===== src/rtl/gray2bin_pipe.sv =====
// gray2bin_pipe: pipelined Gray-to-binary decoder with valid/ready on both sides.
// The prefix-XOR chain is cut into STAGE_NUM register stages, MSB chunk first.
// Each stage register holds one word whose upper bits are already binary and
// whose lower bits are still raw Gray; the next stage resolves the next chunk.
// Optional feature macro: GRAY2BIN_PIPE_CHECK_EN (sticky Gray-distance error flag).
module gray2bin_pipe #(
  parameter int DATA_WIDTH = 8,
  parameter int STAGE_NUM  = 2
) (
  input  logic                  clk_i,
  input  logic                  rst_i,
  input  logic [DATA_WIDTH-1:0] gray_i,
  input  logic                  valid_i,
  output logic                  ready_o,
  output logic [DATA_WIDTH-1:0] bin_o,
  output logic                  valid_o,
  input  logic                  ready_i,
  output logic                  err_o
);

  // Number of bits each stage resolves; trailing stages may have nothing to do.
  localparam int CHUNK = (DATA_WIDTH + STAGE_NUM - 1) / STAGE_NUM;

  logic [DATA_WIDTH-1:0] stage_data [STAGE_NUM];
  logic [STAGE_NUM-1:0]  stage_valid;
  logic [DATA_WIDTH-1:0] src_data   [STAGE_NUM];
  logic [STAGE_NUM-1:0]  src_valid;
  logic [DATA_WIDTH-1:0] stage_res  [STAGE_NUM];
  logic [STAGE_NUM:0]    stage_load;

  // Load enables ripple back from the sink: a stage loads when empty or draining.
  always_comb begin
    stage_load = '0;
    stage_load[STAGE_NUM] = ready_i;
    for (int k = STAGE_NUM - 1; k >= 0; k--) begin
      stage_load[k] = !stage_valid[k] || stage_load[k+1];
    end
  end

  // Each stage is fed by the input port (stage 0) or the preceding stage register.
  always_comb begin
    src_data[0]  = gray_i;
    src_valid    = '0;
    src_valid[0] = valid_i;
    for (int k = 1; k < STAGE_NUM; k++) begin
      src_data[k]  = stage_data[k-1];
      src_valid[k] = stage_valid[k-1];
    end
  end

  // Resolve this stage's chunk MSB-first; the bit above a chunk is already binary.
  always_comb begin
    for (int k = 0; k < STAGE_NUM; k++) begin
      stage_res[k] = src_data[k];
      for (int i = DATA_WIDTH - 2; i >= 0; i--) begin
        if ((i <= DATA_WIDTH - 1 - k * CHUNK) && (i >= DATA_WIDTH - (k + 1) * CHUNK)) begin
          stage_res[k][i] = stage_res[k][i+1] ^ src_data[k][i];
        end
      end
    end
  end

  // Stage registers: reset wins, otherwise load when allowed; data only moves with a valid word.
  always_ff @(posedge clk_i) begin
    if (rst_i) begin
      stage_valid <= '0;
      for (int k = 0; k < STAGE_NUM; k++) begin
        stage_data[k] <= '0;
      end
    end else begin
      for (int k = 0; k < STAGE_NUM; k++) begin
        if (stage_load[k]) begin
          stage_valid[k] <= src_valid[k];
          if (src_valid[k]) begin
            stage_data[k] <= stage_res[k];
          end
        end
      end
    end
  end

  assign ready_o = stage_load[0];
  assign valid_o = stage_valid[STAGE_NUM-1];
  assign bin_o   = stage_data[STAGE_NUM-1];

`ifdef GRAY2BIN_PIPE_CHECK_EN
  localparam logic [DATA_WIDTH-1:0] ONE = DATA_WIDTH'(1);

  logic [DATA_WIDTH-1:0] prev_gray;
  logic [DATA_WIDTH-1:0] gray_diff;
  logic                  seen_first;
  logic                  err_q;
  logic                  take_in;

  assign take_in   = valid_i && ready_o;
  assign gray_diff = gray_i ^ prev_gray;

  // Track the last accepted Gray word; more than one flipped bit sets a sticky error.
  always_ff @(posedge clk_i) begin
    if (rst_i) begin
      prev_gray  <= '0;
      seen_first <= 1'b0;
      err_q      <= 1'b0;
    end else if (take_in) begin
      prev_gray  <= gray_i;
      seen_first <= 1'b1;
      if (seen_first && (|(gray_diff & (gray_diff - ONE)))) begin
        err_q <= 1'b1;
      end
    end
  end

  assign err_o = err_q;
`else
  assign err_o = 1'b0;
`endif

endmodule

===== config.mk =====
export PLATFORM = sky130hd
export DESIGN_NAME = gray2bin_pipe
export DESIGN_NICKNAME = d
export VERILOG_FILES = /design/src/rtl/gray2bin_pipe.sv
export SDC_FILE = /design/constraint.sdc
export NUM_CORES = 1
export LEC_CHECK = 0
export CAP_MARGIN = 20
export CORE_UTILIZATION = 49
export DETAILED_ROUTE_END_ITERATION = 16
export PLACE_DENSITY = 0.82
export SLEW_MARGIN = 10
export SYNTH_ARGS = -nofsm -noshare
export SYNTH_HDL_FRONTEND = slang
export SYNTH_SLANG_ARGS = --single-unit

===== constraint.sdc =====
create_clock -name clk_i -period 2.4 [get_ports clk_i]
set_input_delay 0.48 -clock clk_i [delete_from_list [all_inputs] [get_ports clk_i]]
set_output_delay 0.48 -clock clk_i [all_outputs]
set_load 0.02 [all_outputs]

-- Word level (Yosys, flattened, before mapping)
Memories as Yosys holds them, arrays and structs flattened.
Index checks and enable logic that the tools add are counted.
- memories kept: 1
- bits in latches: 0
- output and inout port bits: 11
- bits of input ports: 12
- word-level logic and storage cells: 28
- bits in registers: 2
- bits in writable memories: 16
- bits in read-only memories: 0
- equal/unequal tests: 0
- div/mod/pow operators: 0
- bitwise gates (word level): 9
- $lt $le $gt $ge: 0
- $add $sub $neg: 0
- reductions and logical operators: 4
- multipliers: 0
- shift operators: 0
- multiplexer cells: 12
- memory list (memory ; depth ; bits a word ; read ports ; clocked after memory_dff ; write ports ; RTL line ; source):
    stage_data ; 2 ; 8 ; 2 ; 0 ; 2 ; 24 ; logic [DATA_WIDTH-1:0] stage_data [STAGE_NUM];
- operators by type and width (operator ; count):
    $mux 8 ; 2
    $mux 1 ; 10
    $xor 1x1->1 ; 7
    $logic_not 1->1 ; 2
    $logic_or 1x1->1 ; 2
    $or 1x1->1 ; 2

-- Longest topological paths before layout
Gate-level depths: netlist of the first run.
- word-level depth: 7
- mapped depth: 4
- depth with buffers taken out: 3

-- Least setup slack after synthesis of the first run
Ideal clock, no wire load.
- path kind: input to register
- start: input port ready_i
- end: memory stage_data[0][0] (enable)
- path buffers: 0
- required time: 2.074 ns
- stages on the path: 3
- library setup time: 0.326 ns
- arrival time: 1.113 ns
- slack: 0.961 ns
- cell sequence: and3b_4 inv_1 a21o_1
- RTL lines (what ; RTL line ; source):
    from (decl) ; 17 ; input logic ready_i,
    to (decl) ; 24 ;

-- Worst setup path after layout of the first run
- start: input port ready_i
- end: output port ready_o
- cells in the longest elaborated chain, start to end: 2
- ends and longest elaborated chain (what ; RTL line ; source):
    $logic_or 1x1->1 (2 in a row) ; 36 ; stage_load[k] = !stage_valid[k] || stage_load[k+1];
    to (decl) ; 14 ; output logic ready_o,
No other way between the ends.

==> impl_metrics.ini, run 1 <==
[status]
status = finished clean

[sta]
fin_worst_skew_ns = 0.00259
maxSlewHeadroom = 0.550
post-route-period-util = 0.967
final_hold_viol_count = 0
fin_tns_setup_ns = 0
min_period_ns = 2.32
finalMaxSlewViolations = 0
fmax_mhz = 431
setup_viol = 0
rsz0062_at_grt = no
worst_slew_pin_slew_ns = 0.674

[floorplan]
rows = 14
die_w_um = 42.8
die_area_mm2 = 0.00183
core_mm2 = 0.00152
ios = 23
die_h_um = 42.8
start_util = 0.535

[layout]
final_util = 0.691
fin_nets = 95
area_growth_pct = 29.1
layout-drive-gt1-share = 0.110
fin_area_mm2 = 0.00105
antenna_cells = 0
fin_cells = 98

[critical_path]
worst_path_largest_cell_delay_ns = 0.60
cp_max_fo = 4
cpMostUsedCell = clkdlybuf4s50_1
cp-end-kind = primary output
worstPathCellList = clkdlybuf4s50_1 -> and3b_4 -> inv_1 -> clkdlybuf4s50_1
cp_data_required_time_ns = 1.92
crit_start = ready_i
timing.rr.start = stage_valid[1]
crit_type = in -> out
cp-start-kind = primary input
crit_family = buffers and inverters
critPathArrivalTime_ns = 1.84
cp_num_buf_inv = 3
critPathSlowestCell = clkdlybuf4s50_1

[grt]
met3_usage = 0.0255
grt_util_all_layers = 0.137
grt_pass1_vias = 411
grt_overflow = 0
grt_pass1_wl_um = 1750
grt.busiest_layer = met2
grt_max_degree = 11
antenna_found_initial = 0
use_met2 = 0.227
grt_util_met1 = 0.157

[clocking]
htree_num_levels = 1
cts-root-buf = clkbuf_4
cts_resized = 0
numCtsBuffers = 3
cts_hold_buffers = 0
clock_latency_ns = 0.28
cts.reportedPaths.clkPinSlew_ns = 0.09
cts_sinks = 18
post-cts-setup-buffer-count = 0
cts_tree = done
clockBufferDepth = 2

[power_and_ir_drop]
share_comb_of_total_power = 0.208
p_leak_nw = 0.409
power_frac_clock = 0.223
swShare = 0.236
intPower_w = 0.000516
p_sw_w = 0.000159
power.density_mw_per_mm2 = 641
power.total_w = 0.000675
p_seq_frac = 0.569
ir_drop_uv = 323

[synth]
synth-seq-area-share = 0.638
async_reset_ff_frac = 0
synth_edf_count = 16
netlist_instances = 59
syn-num-nets = 71
synth_area_um2 = 816
synthFlopType = edfxtp_1
ys_warn_count = 0
ys_ff_latch = 18
avgSynthCellArea_um2 = 13.8
synth_cell_types = 22

[routing]
via_per_inst = 4.81
ant_nets = 0
wl_per_cell_um = 10.9
drc = 0
vias = 471
drt-initial-drc-count = 0
drt_first_pass_iters = 1
routed_wl_um = 1070

[place]
numPlacedInstances = 94
place_area_mm2 = 0.00103
dp_hpwl_um = 851
port_buffers = 21
gp_congestion = 0.662

[worst_hold_path]
hp-class = reg -> reg
hp-start = stage_valid[0]

[run]
cap_violations = 0
logic make-up after synthesis:
kind of cell / after synthesis / synth area share
DFF: 18 / 0.638
xor gates and xnor gates: 7 / 0.118
and+or+nand+nor: 26 / 0.178
AOI/OAI and AO/OA: 3 / 0.0291
buffers and inverters: 4 / 0.0322
other: 1 / 0.00460
routing by layer:
metal,vias up,wire length [um]
li1,244,-
met1,203,451
met2,20,544
met3,4,47
met4,0,27
met5,-,0
cells in the final DEF, fill, tap and decap left out, types with 2 or more instances in the layout:
cell / n
and2_1: 9
clkbuf_4: 3
clkdlybuf4s50_1: 21
dfxtp_1: 2
edfxtp_1: 16
inv_1: 2
nor2_1: 10
xnor2_1: 3
xnor3_1: 2
stage by stage:
stage | setup WS, ns | hold slack [ns]
2_1_floorplan | 0.961 | 0.486
3_3_place_gp | 0.0990 | 0.504
3_5_place_dp | 0.0801 | 0.513
4_1_cts | 0.0769 | 0.530
5_1_grt | 0.0361 | 0.547
6_report | 0.0789 | 0.534
cell usage after synthesis, drive strengths merged (2+ instances only):
| cell | number | area share |
|---|---|---|
| nor2 | 11 | 0.054 |
| inv | 2 | 0.0092 |
| and2 | 9 | 0.069 |
| xnor2 | 4 | 0.052 |
| xnor3 | 2 | 0.055 |
| edfxtp | 16 | 0.59 |
| dfxtp | 2 | 0.049 |
| buf | 2 | 0.023 |
layout make-up:
| class | count | area (um^2) |
|---|---|---|
| clock buffer | 4 | 26.3 |
| fill | 121 | 470 |
| inverter | 2 | 7.51 |
| multi-input combinational | 37 | 269 |
| sequential | 18 | 520 |
| tap | 16 | 20.0 |
| timing repair buffer | 21 | 210 |
state kept, by name, summed over array words and instances, names as in the netlist:
signal and cells:
stage_data 16, stage_valid 2
worst reg2reg max path, cell delays in order (launching register included):
cell and delay, ns:
dfxtp_1 0.33, nor2b_1 0.14, o21bai_1 0.54
final timing paths:
kind | end | slack (ns) | cells after the start
worst max register to register | stage_data[0][12] | 1.03 | 2
worst min-delay path | stage_valid[1] | 0.53 | 2
worst min register to register | stage_valid[1] | 0.53 | 2
worst max-delay path | ready_o | 0.08 | 4
power groups by stage:
stage	Combinational [W]	Clock (W)	Sequential, W
6_report	0.000141	0.000150	0.000384
5_1_grt	0.000151	0.000170	0.000387
4_1_cts	0.000142	0.000157	0.000385
3_5_place_dp	0.000141	0	0.000392
3_3_place_gp	0.000138	0	0.000390
2_1_floorplan	0.0000690	0	0.000410
(Power assumes the default switching activity.)
==> inputs of run 2 (changes only) <==
Settings changed: CORE_UTILIZATION 49 to 50, CTS_BUF_LIST set to sky130_fd_sc_hd__clkbuf_2 sky130_fd_sc_hd__clkbuf_4 sky130_fd_sc_hd__clkbuf_8, PLACE_DENSITY 0.82 to 0.83.
==> impl_metrics.ini, run 2 (synthesis results as in run 1) <==
[floorplan]
die_h_um = 42.4
start_util = 0.542
core_mm2 = 0.00151
ios = 23
die_w_um = 42.4
rows = 14
die_area_mm2 = 0.00180

[layout]
area_growth_pct = 29.1
final_cell_mix = clkdlybuf4s50_1 (21), edfxtp_1 (16), nor2_1 (10)
n_fill_cell = 113
fin_nets = 95
layout-drive-gt1-share = 0.110
reg_top3 = stage_data (16), stage_valid (2)
mostFrequentLayoutCell = clkdlybuf4s50_1
largest_reg_flops = 16
top_register = stage_data
antenna_cells = 0
ff_latch_area_um2 = 520
fin_area_mm2 = 0.00105
multi_input_area_um2 = 269

[worst_hold_path]
hold_end = stage_valid[1]
hp-start = stage_valid[0]
holdPathStages = 2
hp-class = reg -> reg

[sta]
post-route-period-util = 0.970
rsz0062_at_grt = no
fin_worst_skew_ns = 0.00114
finalMaxSlewViolations = 0
final_hold_viol_count = 0
setup_viol = 0
fin_tns_setup_ns = 0
maxSlewHeadroom = 0.549
fmax_mhz = 430
worst_slew_pin_slew_ns = 0.675
min_period_ns = 2.33

[grt]
grt_util_all_layers = 0.133
grt_overflow = 0
grt_pass1_vias = 407
grt_max_degree = 11
antenna_found_initial = 0
grt_pass1_wl_um = 1720

[clocking]
cts_sinks = 18
cts_resized = 0
cts-root-buf = clkbuf_4
cts_hold_buffers = 0
numCtsBuffers = 3
cts.reportedPaths.clkPinSlew_ns = 0.10
clockBufferDepth = 2
cts_tree = done
htree_num_levels = 1
clock_latency_ns = 0.28
post-cts-setup-buffer-count = 0

[routing]
ant_nets = 0
via_per_inst = 4.84
wl_per_cell_um = 10.8
drt_first_pass_iters = 2
drc = 0
routed_wl_um = 1060
drt-initial-drc-count = 1
vias = 474

[critical_path]
crit_family = buffers and inverters
critPathSlowestCell = clkdlybuf4s50_1
r2r_end = stage_data[0][13]
cp_data_required_time_ns = 1.92
timing.rr.start = stage_valid[1]
cp_num_buf_inv = 3
crit_cells = 4
crit_type = in -> out
critPathArrivalTime_ns = 1.85
regToRegSetupSlack_ns = 1.03
cp-end-kind = primary output
rr_worst_depth = 2
worstPathCellList = clkdlybuf4s50_1 -> and3b_4 -> inv_1 -> clkdlybuf4s50_1
cp_max_fo = 4
cp-start-kind = primary input
cpMostUsedCell = clkdlybuf4s50_1
worst_path_largest_cell_delay_ns = 0.61

[place]
place_area_mm2 = 0.00103
gp_congestion = 0.644
port_buffers = 21
dp_hpwl_um = 821

[power_and_ir_drop]
power.density_mw_per_mm2 = 636
p_leak_nw = 0.410
ir_drop_uv = 361

[run]
cap_violations = 0

[status]
status = finished clean
run 2: layout make-up:
class	count	area share
multi-input combinational	37	0.255
clock buffer	3	0.0214
clock inverter	1	0.00356
sequential	18	0.494
inverter	2	0.00713
tap	16	0.0190
timing repair buffer	21	0.200
run 2: worst register-to-register path, cell delays in order, from the launching register on:
cell	delay (ns)
dfxtp_1	0.34
nor2b_1	0.14
o21bai_1	0.54
run 2: through the flow:
step | hold slack [ns] | power, W | setup WS, ns | util | instances
floorplan | 0.486 | 0.000479 | 0.961 | - | 59
global placement | 0.502 | 0.000528 | 0.0999 | 0.682 | 94
detailed placement | 0.509 | 0.000533 | 0.0707 | 0.682 | 94
CTS | 0.526 | 0.000676 | 0.0681 | 0.699 | 98
global route | 0.538 | 0.000702 | 0.0237 | 0.699 | 98
finish | 0.526 | 0.000671 | 0.0726 | 0.699 | 98
run 2: how the worst max path moves through the flow:
stage | start | end | slack (ns)
detailed placement | ready_i | ready_o | 0.07
CTS | ready_i | ready_o | 0.07
global placement | ready_i | ready_o | 0.1
global route | ready_i | ready_o | 0.02
floorplan | ready_i | stage_data[0][0] | 0.96
finish | ready_i | ready_o | 0.07
run 2: where the power goes:
group	switching [W]	internal [W]	total, W
registers	0.00000996	0.000374	0.000383
logic	0.0000629	0.0000777	0.000141
clock network	0.0000863	0.0000602	0.000146
total	0.000159	0.000511	0.000671
run 2: metal layers:
layer,global-route usage,vias to the layer above,routed length [um],part of all wire
met5,0,-,0,0
met4,0.0750,0,19,0.018
met3,0.0259,2,38,0.036
met2,0.228,17,552,0.52
met1,0.155,214,450,0.42
li1,-,241,-,-
==> inputs of run 3 (changes only) <==
Settings changed: CORE_UTILIZATION 50 to 45, PLACE_DENSITY 0.83 to 0.76, SLEW_MARGIN 10 to 20.
==> impl_metrics.ini, run 3 (synthesis results as in run 1) <==
[clocking]
cts_tree = done
cts-root-buf = clkbuf_4
numCtsBuffers = 3
post-cts-setup-buffer-count = 0
clockBufferDepth = 2
htree_num_levels = 1
cts.reportedPaths.clkPinSlew_ns = 0.09
clock_latency_ns = 0.28
cts_hold_buffers = 0
cts_resized = 0
cts_sinks = 18

[sta]
rsz0062_at_grt = no
maxSlewHeadroom = 0.532
hold-worst-slack_ns = 0.530
min_period_ns = 2.32
post-route-period-util = 0.967
worst_slew_pin_slew_ns = 0.700
fin_tns_setup_ns = 0
fin_worst_skew_ns = 0.00114
final_hold_viol_count = 0
setup_viol = 0
finalMaxSlewViolations = 0
fmax_mhz = 431

[floorplan]
rows = 15
die_w_um = 44.6
core_mm2 = 0.00171
die_h_um = 44.6
start_util = 0.478
ios = 23
die_area_mm2 = 0.00199

[layout]
ff_latch_area_um2 = 520
reg_top3 = stage_data (16), stage_valid (2)
top_register = stage_data
antenna_cells = 0
final_cell_mix = clkdlybuf4s50_1 (21), edfxtp_1 (16), nor2_1 (10)
fin_area_mm2 = 0.00106
mostFrequentLayoutCell = clkdlybuf4s50_1
fin_nets = 95
layout-drive-gt1-share = 0.110
n_fill_cell = 130
multi_input_area_um2 = 269
area_growth_pct = 30.5
largest_reg_flops = 16
final_util = 0.623

[place]
dp_hpwl_um = 773
gp_congestion = 0.789
port_buffers = 21
place_area_mm2 = 0.00104

[routing]
routed_wl_um = 992
drt-initial-drc-count = 8
wl_per_cell_um = 9.27
ant_nets = 0
drc = 0
vias = 463
via_per_inst = 4.33
drt_first_pass_iters = 4

[critical_path]
rr_worst_depth = 2
cp_max_fo = 4
cp_data_required_time_ns = 1.92
critPathArrivalTime_ns = 1.84
crit_type = in -> out
cp-start-kind = primary input
cp-end-kind = primary output

[grt]
grt.busiest_layer = met2
use_met2 = 0.200
grt_pass1_wl_um = 1680
met3_usage = 0.0367
grt_util_met1 = 0.140
grt_util_all_layers = 0.122
grt_pass1_vias = 408
grt_max_degree = 11
antenna_found_initial = 0
grt_overflow = 0

[power_and_ir_drop]
p_leak_nw = 0.410
ir_drop_uv = 297
power.density_mw_per_mm2 = 629

[status]
status = finished clean

[run]
cap_violations = 0

[worst_hold_path]
hp-class = reg -> reg
holdPathStages = 2
[run 3: cell counts in the layout (fill, tap and decap cells not counted)]
Identical to the previous run, type by type.
[run 3: cell type report]
type,count,share of cell area
timing repair buffer,21,0.197
clock buffer,3,0.0212
clock inverter,1,0.00353
tap,25,0.0294
multi-input combinational,37,0.253
sequential,18,0.489
inverter,2,0.00705
[run 3: stage by stage]
stage | setup WS, ns | power (W) | cells
3_5_place_dp | 0.0768 | 0.000532 | 103
3_3_place_gp | 0.101 | 0.000529 | 103
6_report | 0.0790 | 0.000670 | 107
4_1_cts | 0.0758 | 0.000675 | 107
2_1_floorplan | 0.961 | 0.000479 | 59
5_1_grt | 0.0115 | 0.000703 | 107
[run 3: worst paths after layout]
check        slack, ns           start          endpoint
max               0.08         ready_i           ready_o
min               0.53  stage_valid[0]    stage_valid[1]
max reg2reg       1.01  stage_valid[1]  stage_data[0][9]
min reg2reg       0.53  stage_valid[0]    stage_valid[1]
[run 3: worst max-delay path: stages]
cell,delay (ns)
clkdlybuf4s50_1,0.47
and3b_4,0.22
inv_1,0.07
clkdlybuf4s50_1,0.60
[run 3: routing by layer]
metal  vias to the layer above  wire (um)
met1                       204        439
met3                         2         42
li1                        241          -
met2                        16        502
met4                         0          8
met5                         -          0
[run 3: report_power, final]
group / total [W] / switching (W) / internal (W)
logic: 0.000140 / 0.0000620 / 0.0000777
clock network: 0.000147 / 0.0000864 / 0.0000603
registers: 0.000383 / 0.00000965 / 0.000373
total: 0.000670 / 0.000158 / 0.000511
